**src/rtl/switch_pkg.sv**
```systemverilog
// Shared switch types: routing LUT entry and config-packet header/data layouts.
package switch_pkg;

    localparam int ROUTE_LUT_ENTRIES = 32;

    typedef logic [4:0] node_id_t;

    typedef enum logic [3:0] {
        CFG_WR = 4'hC,
        CFG_RD = 4'hD
    } cfg_fmt_t;

    typedef struct packed {
        logic [4:0] req;
        node_id_t   dest;
        logic [4:0] out_sel;
    } route_lut_t;

    typedef struct packed {
        logic [3:0] fmt;
        node_id_t   dest;
        logic [4:0] req;
        logic [4:0] count;
        logic [4:0] start;
        logic [7:0] rsvd;
    } cfg_hdr_t;

    typedef struct packed {
        logic [4:0]  idx;
        logic [4:0]  req;
        node_id_t    dest;
        logic [4:0]  out_sel;
        logic [11:0] zero;
    } cfg_data_t;

    function automatic logic [31:0] pack_data(input logic [4:0] idx, input route_lut_t e);
        cfg_data_t d;
        d.idx     = idx;
        d.req     = e.req;
        d.dest    = e.dest;
        d.out_sel = e.out_sel;
        d.zero    = '0;
        return d;
    endfunction

endpackage

```
**src/rtl/route_lut_writer.sv**
```systemverilog
// Config-packet decoder and routing LUT storage for route_compute.
// Optional readback of LUT entries is enabled by ROUTE_LUT_READBACK_EN.
module route_lut_writer
    import switch_pkg::*;
#(
    parameter node_id_t NODE        = 5'd1,
    parameter int       LUT_ENTRIES = ROUTE_LUT_ENTRIES,
    parameter int       OUT_SEL_W   = 5
) (
    input  logic                         clk,
    input  logic                         n_rst,
    input  logic                         in_valid,
    input  logic [31:0]                  in_flit,
    output logic                         in_ready,
    output route_lut_t [LUT_ENTRIES-1:0] route_lut,
    output logic                         err,
    output logic                         out_valid,
    output logic [31:0]                  out_flit,
    input  logic                         out_ready
);

    typedef enum logic [1:0] {
        ST_IDLE,
        ST_WRITE,
        ST_DRAIN
`ifdef ROUTE_LUT_READBACK_EN
        ,
        ST_READ
`endif
    } state_t;

    state_t     state, state_next;
    logic [4:0] rem, rem_next;
    logic       err_next;
    logic       lut_we;
    logic       accept;
    logic       rd_load;

    cfg_hdr_t               hdr;
    cfg_data_t              dat;
    logic [OUT_SEL_W-1:0]   wr_sel;

    assign hdr    = in_flit;
    assign dat    = in_flit;
    assign wr_sel = dat.out_sel;

`ifdef ROUTE_LUT_READBACK_EN
    assign in_ready = (state != ST_READ);
`else
    assign in_ready = 1'b1;
`endif
    assign accept = in_valid & in_ready;

    always_comb begin
        state_next = state;
        rem_next   = rem;
        err_next   = 1'b0;
        lut_we     = 1'b0;
        rd_load    = 1'b0;
        case (state)
            ST_IDLE: begin
                if (accept) begin
                    if (hdr.count == 5'd0) begin
                        err_next = 1'b1;
                    end else if (hdr.fmt == CFG_WR) begin
                        rem_next = hdr.count;
                        if (hdr.dest == NODE) begin
                            state_next = ST_WRITE;
                        end else begin
                            err_next   = 1'b1;
                            state_next = ST_DRAIN;
                        end
`ifdef ROUTE_LUT_READBACK_EN
                    end else if (hdr.fmt == CFG_RD) begin
                        // A read header carries no data flits, so a foreign one needs no drain.
                        if (hdr.dest == NODE) begin
                            rem_next   = hdr.count;
                            rd_load    = 1'b1;
                            state_next = ST_READ;
                        end else begin
                            err_next = 1'b1;
                        end
`endif
                    end else begin
                        err_next = 1'b1;
                    end
                end
            end
            ST_WRITE: begin
                if (accept) begin
                    lut_we   = 1'b1;
                    rem_next = rem - 5'd1;
                    if (rem == 5'd1) state_next = ST_IDLE;
                end
            end
            ST_DRAIN: begin
                if (accept) begin
                    rem_next = rem - 5'd1;
                    if (rem == 5'd1) state_next = ST_IDLE;
                end
            end
`ifdef ROUTE_LUT_READBACK_EN
            ST_READ: begin
                if (out_valid && out_ready) begin
                    rem_next = rem - 5'd1;
                    if (rem == 5'd1) state_next = ST_IDLE;
                end
            end
`endif
            default: state_next = ST_IDLE;
        endcase
    end

    always_ff @(posedge clk or negedge n_rst) begin
        if (!n_rst) begin
            state <= ST_IDLE;
            rem   <= '0;
            err   <= 1'b0;
        end else begin
            state <= state_next;
            rem   <= rem_next;
            err   <= err_next;
        end
    end

    // No write-through bypass: a same-cycle lookup sees the previous entry.
    always_ff @(posedge clk or negedge n_rst) begin
        if (!n_rst) begin
            for (int i = 0; i < LUT_ENTRIES; i++) route_lut[i] <= '0;
        end else if (lut_we) begin
            route_lut[dat.idx].req     <= dat.req;
            route_lut[dat.idx].dest    <= dat.dest;
            route_lut[dat.idx].out_sel <= wr_sel;
        end
    end

`ifdef ROUTE_LUT_READBACK_EN
    logic [4:0] ptr;
    logic [4:0] ptr_inc;

    assign ptr_inc = ptr + 5'd1;

    always_ff @(posedge clk or negedge n_rst) begin
        if (!n_rst) begin
            ptr       <= '0;
            out_valid <= 1'b0;
            out_flit  <= '0;
        end else if (rd_load) begin
            ptr       <= hdr.start;
            out_valid <= 1'b1;
            out_flit  <= pack_data(hdr.start, route_lut[hdr.start]);
        end else if (out_valid && out_ready) begin
            if (rem == 5'd1) begin
                out_valid <= 1'b0;
                out_flit  <= '0;
            end else begin
                ptr      <= ptr_inc;
                out_flit <= pack_data(ptr_inc, route_lut[ptr_inc]);
            end
        end
    end

    logic unused_bits;
    assign unused_bits = ^{hdr.req, hdr.rsvd, dat.zero};
`else
    assign out_valid = 1'b0;
    assign out_flit  = '0;

    logic unused_bits;
    assign unused_bits = ^{hdr.req, hdr.rsvd, hdr.start, dat.zero, out_ready, rd_load};
`endif

endmodule
```
**config.mk**
```make
export PLATFORM = sky130hd
export DESIGN_NAME = route_lut_writer
export DESIGN_NICKNAME = d
export VERILOG_FILES = /design/src/rtl/switch_pkg.sv /design/src/rtl/route_lut_writer.sv
export SDC_FILE = /design/constraint.sdc
export NUM_CORES = 1
export LEC_CHECK = 0
export CAP_MARGIN = 20
export CELL_PAD_IN_SITES_DETAIL_PLACEMENT = 1
export CELL_PAD_IN_SITES_GLOBAL_PLACEMENT = 2
export CORE_MARGIN = 2
export CORE_UTILIZATION = 33
export DETAILED_ROUTE_END_ITERATION = 10
export PLACE_DENSITY = 0.93
export REMOVE_ABC_BUFFERS = 1
export SYNTH_ARGS = -nofsm -noshare
export SYNTH_HDL_FRONTEND = slang
export SYNTH_SLANG_ARGS = --single-unit
```
**constraint.sdc**
```tcl
create_clock -name clk -period 2.4 [get_ports clk]
set_input_delay 0.48 -clock clk [delete_from_list [all_inputs] [get_ports clk]]
set_output_delay 0.48 -clock clk [all_outputs]
set_load 0.1 [all_outputs]
```
## Yosys cells after proc, flatten, opt, wreduce, memory -nomap -nowiden

Cells that the tools add are included.

- Register bits after elaboration: 488
- Input port bits: 36
- Word-level logic and storage cells: 147

- Add/sub/neg operators: 1
- $lt $le $gt $ge: 2
- Equal/unequal tests: 10
- Mux-type cells: 28
- Reductions and logical operators: 7

Operators with widths:

| operator | count |
|---|---|
| 480-bit bitwise mux | 3 |
| 15-bit demux with 5-bit select | 3 |
| 5-bit two-way mux | 5 |
| 15-bit two-way mux | 1 |
| 2-bit two-way mux | 6 |
| 5-bit by 1-bit equality test with 1-bit output, second input constant | 2 |
| 10-bit two-way mux | 1 |
| 5-bit one-hot mux with 2 select lines | 1 |
| 5-bit AND reduction | 2 |
| 1-bit two-way mux | 7 |
| 5-bit by 6-bit < comparator with 1-bit output, second input constant | 1 |
| 2-bit != test, second input constant | 3 |
| 5-bit by 1-bit >= comparator with 1-bit output, second input constant | 1 |
| 5-bit zero test | 1 |
| 5-bit by 1-bit subtractor with 5-bit output, second input constant | 1 |
| 4-bit equality test, second input constant | 1 |
| 2-bit by 1-bit != test with 1-bit output, second input constant | 2 |
| 2-bit one-hot mux with 2 select lines | 1 |
| 2-bit by 1-bit equality test with 1-bit output, second input constant | 1 |
| 2-bit equality test, second input constant | 1 |
| 2-bit zero test | 1 |
| 2-bit nonzero test | 1 |
| 2-bit OR reduction | 1 |
| 1-bit logical AND | 1 |

## Longest topological paths before layout

- Depth after elaboration: 7
- Gate-level depth with buffers: 7
- Depth with buffers taken out: 7

## Worst setup path after synthesis

Ideal clock, no wire load.

- Kind: reg-to-reg
- Start point: reg state[1]
- End point: reg route_lut[422] (netlist bit)
- Setup time: 0.125 ns
- Arrival time: 1.867 ns
- Slack: 0.408 ns
- Cell stages (with the launch flop): 8
- Clock period less this slack: 1.992 ns
- Path through: dfrtp_1 inv_1 ha_1 nand2_2 or3_4 nor2_4 buf_4 mux2_2

- Cells in the longest elaborated chain, start to end: 2

Ends and longest elaborated chain:

| what | line | text |
|---|---|---|
| from (decl) | route_lut_writer.sv:32 | `state_t state, state_next;` |
| from (signal assigned) | route_lut_writer.sv:120 | `state <= state_next;` |
| 2-bit by 1-bit equality test with 1-bit output | route_lut_writer.sv:60 | `case (state)` |
| 1-bit two-way mux | route_lut_writer.sv:60 |  |
| to (decl) | route_lut_writer.sv:15 | `output route_lut_t [LUT_ENTRIES-1:0] route_lut,` |

No other way between the ends.
A chain may end at the register's enable or synchronous reset.

## Final worst setup path

- Start point: reg state[1]
- End point: reg route_lut[323] (netlist bit)

Same word-level chain as after synthesis.

==> out/qor.yml <==
placement:
  place_congestion: 0.751
  preCtsSetupSlack_ps: -112
  port_buffers: 503
  dpl.hpwl_mm: 42.6
synth:
  ys.warnings.count: 0
  ys_ff_latch: 488
  ys.flop_type: "dfrtp_1"
  postSynthCellCount: 1193
  syn_area_mm2: 0.0191
  async_flop_share_pct: 100
  ys_seq_area_share_pct: 64.0
  syn_area_per_cell_um2: 16.0
  synth_edf_count: 0
  synth.distinct_cells: 48
finish:
  post-route-util_pct: 45.5
  layout_commonest_cell: "buf_4"
  final_cell_mix: "buf_4, dfrtp_1, mux2_2"
  nets: 1784
  drive_gt1_share_pct: 66.0
  syn2layout_area_growth_pct: 37.1
die:
  core-area_mm2: 0.0575
  fp.dieH_um: 245
  initial_core_util_pct: 33.2
  fp-row-count: 88
  die_x_um: 245
  ios: 551
  dieArea_mm2: 0.0598
global_route:
  grt_usage_pct: 20.9
  grt_max_degree: 66
  antenna_found_initial: 6
  grt_pass1_wl_mm: 92.7
  grt_overflow: 0
  grt_pass1_vias: 13900
timing:
  timing.final.hold_violations: 0
  fmax_mhz: 481
  period_share_pct: 86.6
  fin_skew_ps: 22.7
  tightest_slew_ps: 1090
  worst_slack_ps: 321
  fin_crit_ps: 2080
  finalMaxSlewViolations: 0
  setup_viol: 0
  slew_headroom_pct: 27.5
  tns_ps: 0
  rsz0062_at_grt: "false"
route:
  via_count: 12500
  antenna_left: 0
  wl_mm: 63.9
  viasPerCell: 4.89
  dr.pass1.iters: 4
  drcViolationCount: 0
  drt_iter0_markers: 397
  avgRoutedWirePerCell_um: 25.0
pwr:
  power.density_mw_per_mm2: 693
  total_leakage_power_nw: 14.1
  power.internal_mw: 13.5
  p_clk_share_pct: 45.7
  p_sw_share_pct: 25.4
  max-vdd-ir-drop_mv: 0.524
  seqPwrFrac_pct: 46.0
  total_power_mw: 18.1
  p_sw_mw: 4.60
  comb_power_share_pct: 8.3
clocking:
  numCtsBuffers: 52
  clock_latency_ps: 600
  cts_setup_buffers: 0
  cts-root-buf: "clkbuf_16"
  clk_pin_slew_ps: 60
  cts_resized: 0
  h-tree-depth: 2
  numClockSinks: 488
  tritoncts: "yes"
  clockBufferDepth: 3
setup_path:
  endpoint_kind: "register"
  cp_slowest_cell: "or3_4"
  cp_slowest_stage_delay_ps: 400
  worstPathRequired_ps: 2870
  crit_type: "register to register"
  cp_max_fo: 9
  path_cells: "inv_1 -> ha_1 -> nand2_2 -> or3_4 -> nor2_4 -> buf_12 -> mux2_2"
  crit_path_start_kind: "register"
  cp.arrival_ps: 2550
job:
  drv_cap: 0
min_path:
  holdCritPathClass: "primary input to async pin"
outcome:
  status: "finished clean"
per-stage QoR:
| stage | instances | cell area [um^2] | hold WS [ps] |
|---|---|---|---|
| 4_1_cts | 2551 | 26200 | 436 |
| 5_1_grt | 2552 | 26200 | 492 |
| 3_3_place_gp | 2454 | 24400 | 468 |
| 6_report | 2553 | 26200 | 462 |
| 2_1_floorplan | 1107 | 18500 | 184 |
| 3_5_place_dp | 2454 | 24400 | 472 |
per-layer routing:
metal	vias to the layer above	part of all wire (%)	GRT usage (%)	wire (um)
met5	-	0.020	0	13
met4	2	3.8	8.38	2440
met3	146	6.3	5.16	4010
met2	447	50	36.1	32200
met1	6667	40	25.1	25200
li1	5218	-	-	-
flip-flops by register name, summed over array words and instances, names as in the netlist:
register and cells:
err 1, rem 5, route_lut 480, state 2
worst paths after layout:
check,to,from,cells after the start,slack (ps)
worst max register to register,route_lut[323]$_DFFE_PN0P_,state[1]$_DFFE_PN0P_,7,320
worst min-delay path,route_lut[361]$_DFFE_PN0P_,n_rst,2,460
min in group clk,route_lut[56]$_DFFE_PN0P_,route_lut[56]$_DFFE_PN0P_,1,500
max in group asynchronous,route_lut[8]$_DFFE_PN0P_,n_rst,3,1100
worst max-delay path,route_lut[323]$_DFFE_PN0P_,state[1]$_DFFE_PN0P_,7,320
worst min register to register,route_lut[56]$_DFFE_PN0P_,route_lut[56]$_DFFE_PN0P_,1,500
timing repair:
item,CTS,global route
setup endpoints to repair,0,0
hold buffers,1,0
hold endpoints to repair,43,0
area by class of cell:
class                   count  area (um^2)
well taps                 765          957
multi-input cells         612         6310
diodes                      2         5.00
fillers                  5762        31300
inverters                   7         26.3
repair buffers            583         4880
clock inverters            15          198
clock buffers              81         1580
flip-flops and latches    488        12200
power groups by stage:
stage	Sequential, mW	Clock (mW)	Combinational [mW]
floorplan	8.88	0	0.416
global placement	8.48	0	1.49
detailed placement	8.49	0	1.52
CTS	8.34	8.45	1.52
global route	8.34	8.80	1.58
finish	8.34	8.28	1.51
worst max-delay path: cells and delay by family (launching register included):
family | cells | cell delay (ps)
adders and majority gates | 1 | 290
and+or+nand+nor | 3 | 700
DFF | 1 | 370
buffers and inverters | 2 | 270
muxes | 1 | 340
synthesized netlist by cell type (all sizes together), types with 3 or more instances:
master    n  area (um^2)
nor3      8         71.3
ha        4         50.1
inv       7         26.3
nor2     16          120
nor3b     5         63.8
a221o     3         30.0
mux2    480         5410
buf      71          488
nand3     4         20.0
clkbuf   47          176
dfrtp   488        12200
a21oi     4         20.0
and2      3         18.8
nand2    19          104
o21ai     7         46.3
kinds of logic (layout without fill, tap and decap cells):
group,count (synthesis),count (layout),share of synthesized area (%)
buffers and inverters,125,686,3.62
AO/OA/AOI/OAI,25,25,1.03
adder cells (fa/ha/maj),4,4,0.262
flip-flops,488,488,64.0
AND/OR/NAND/NOR,69,69,2.78
other,2,36,0.0393
multiplexers,480,480,28.3
No activity file was read; power rests on OpenSTA's default activity.
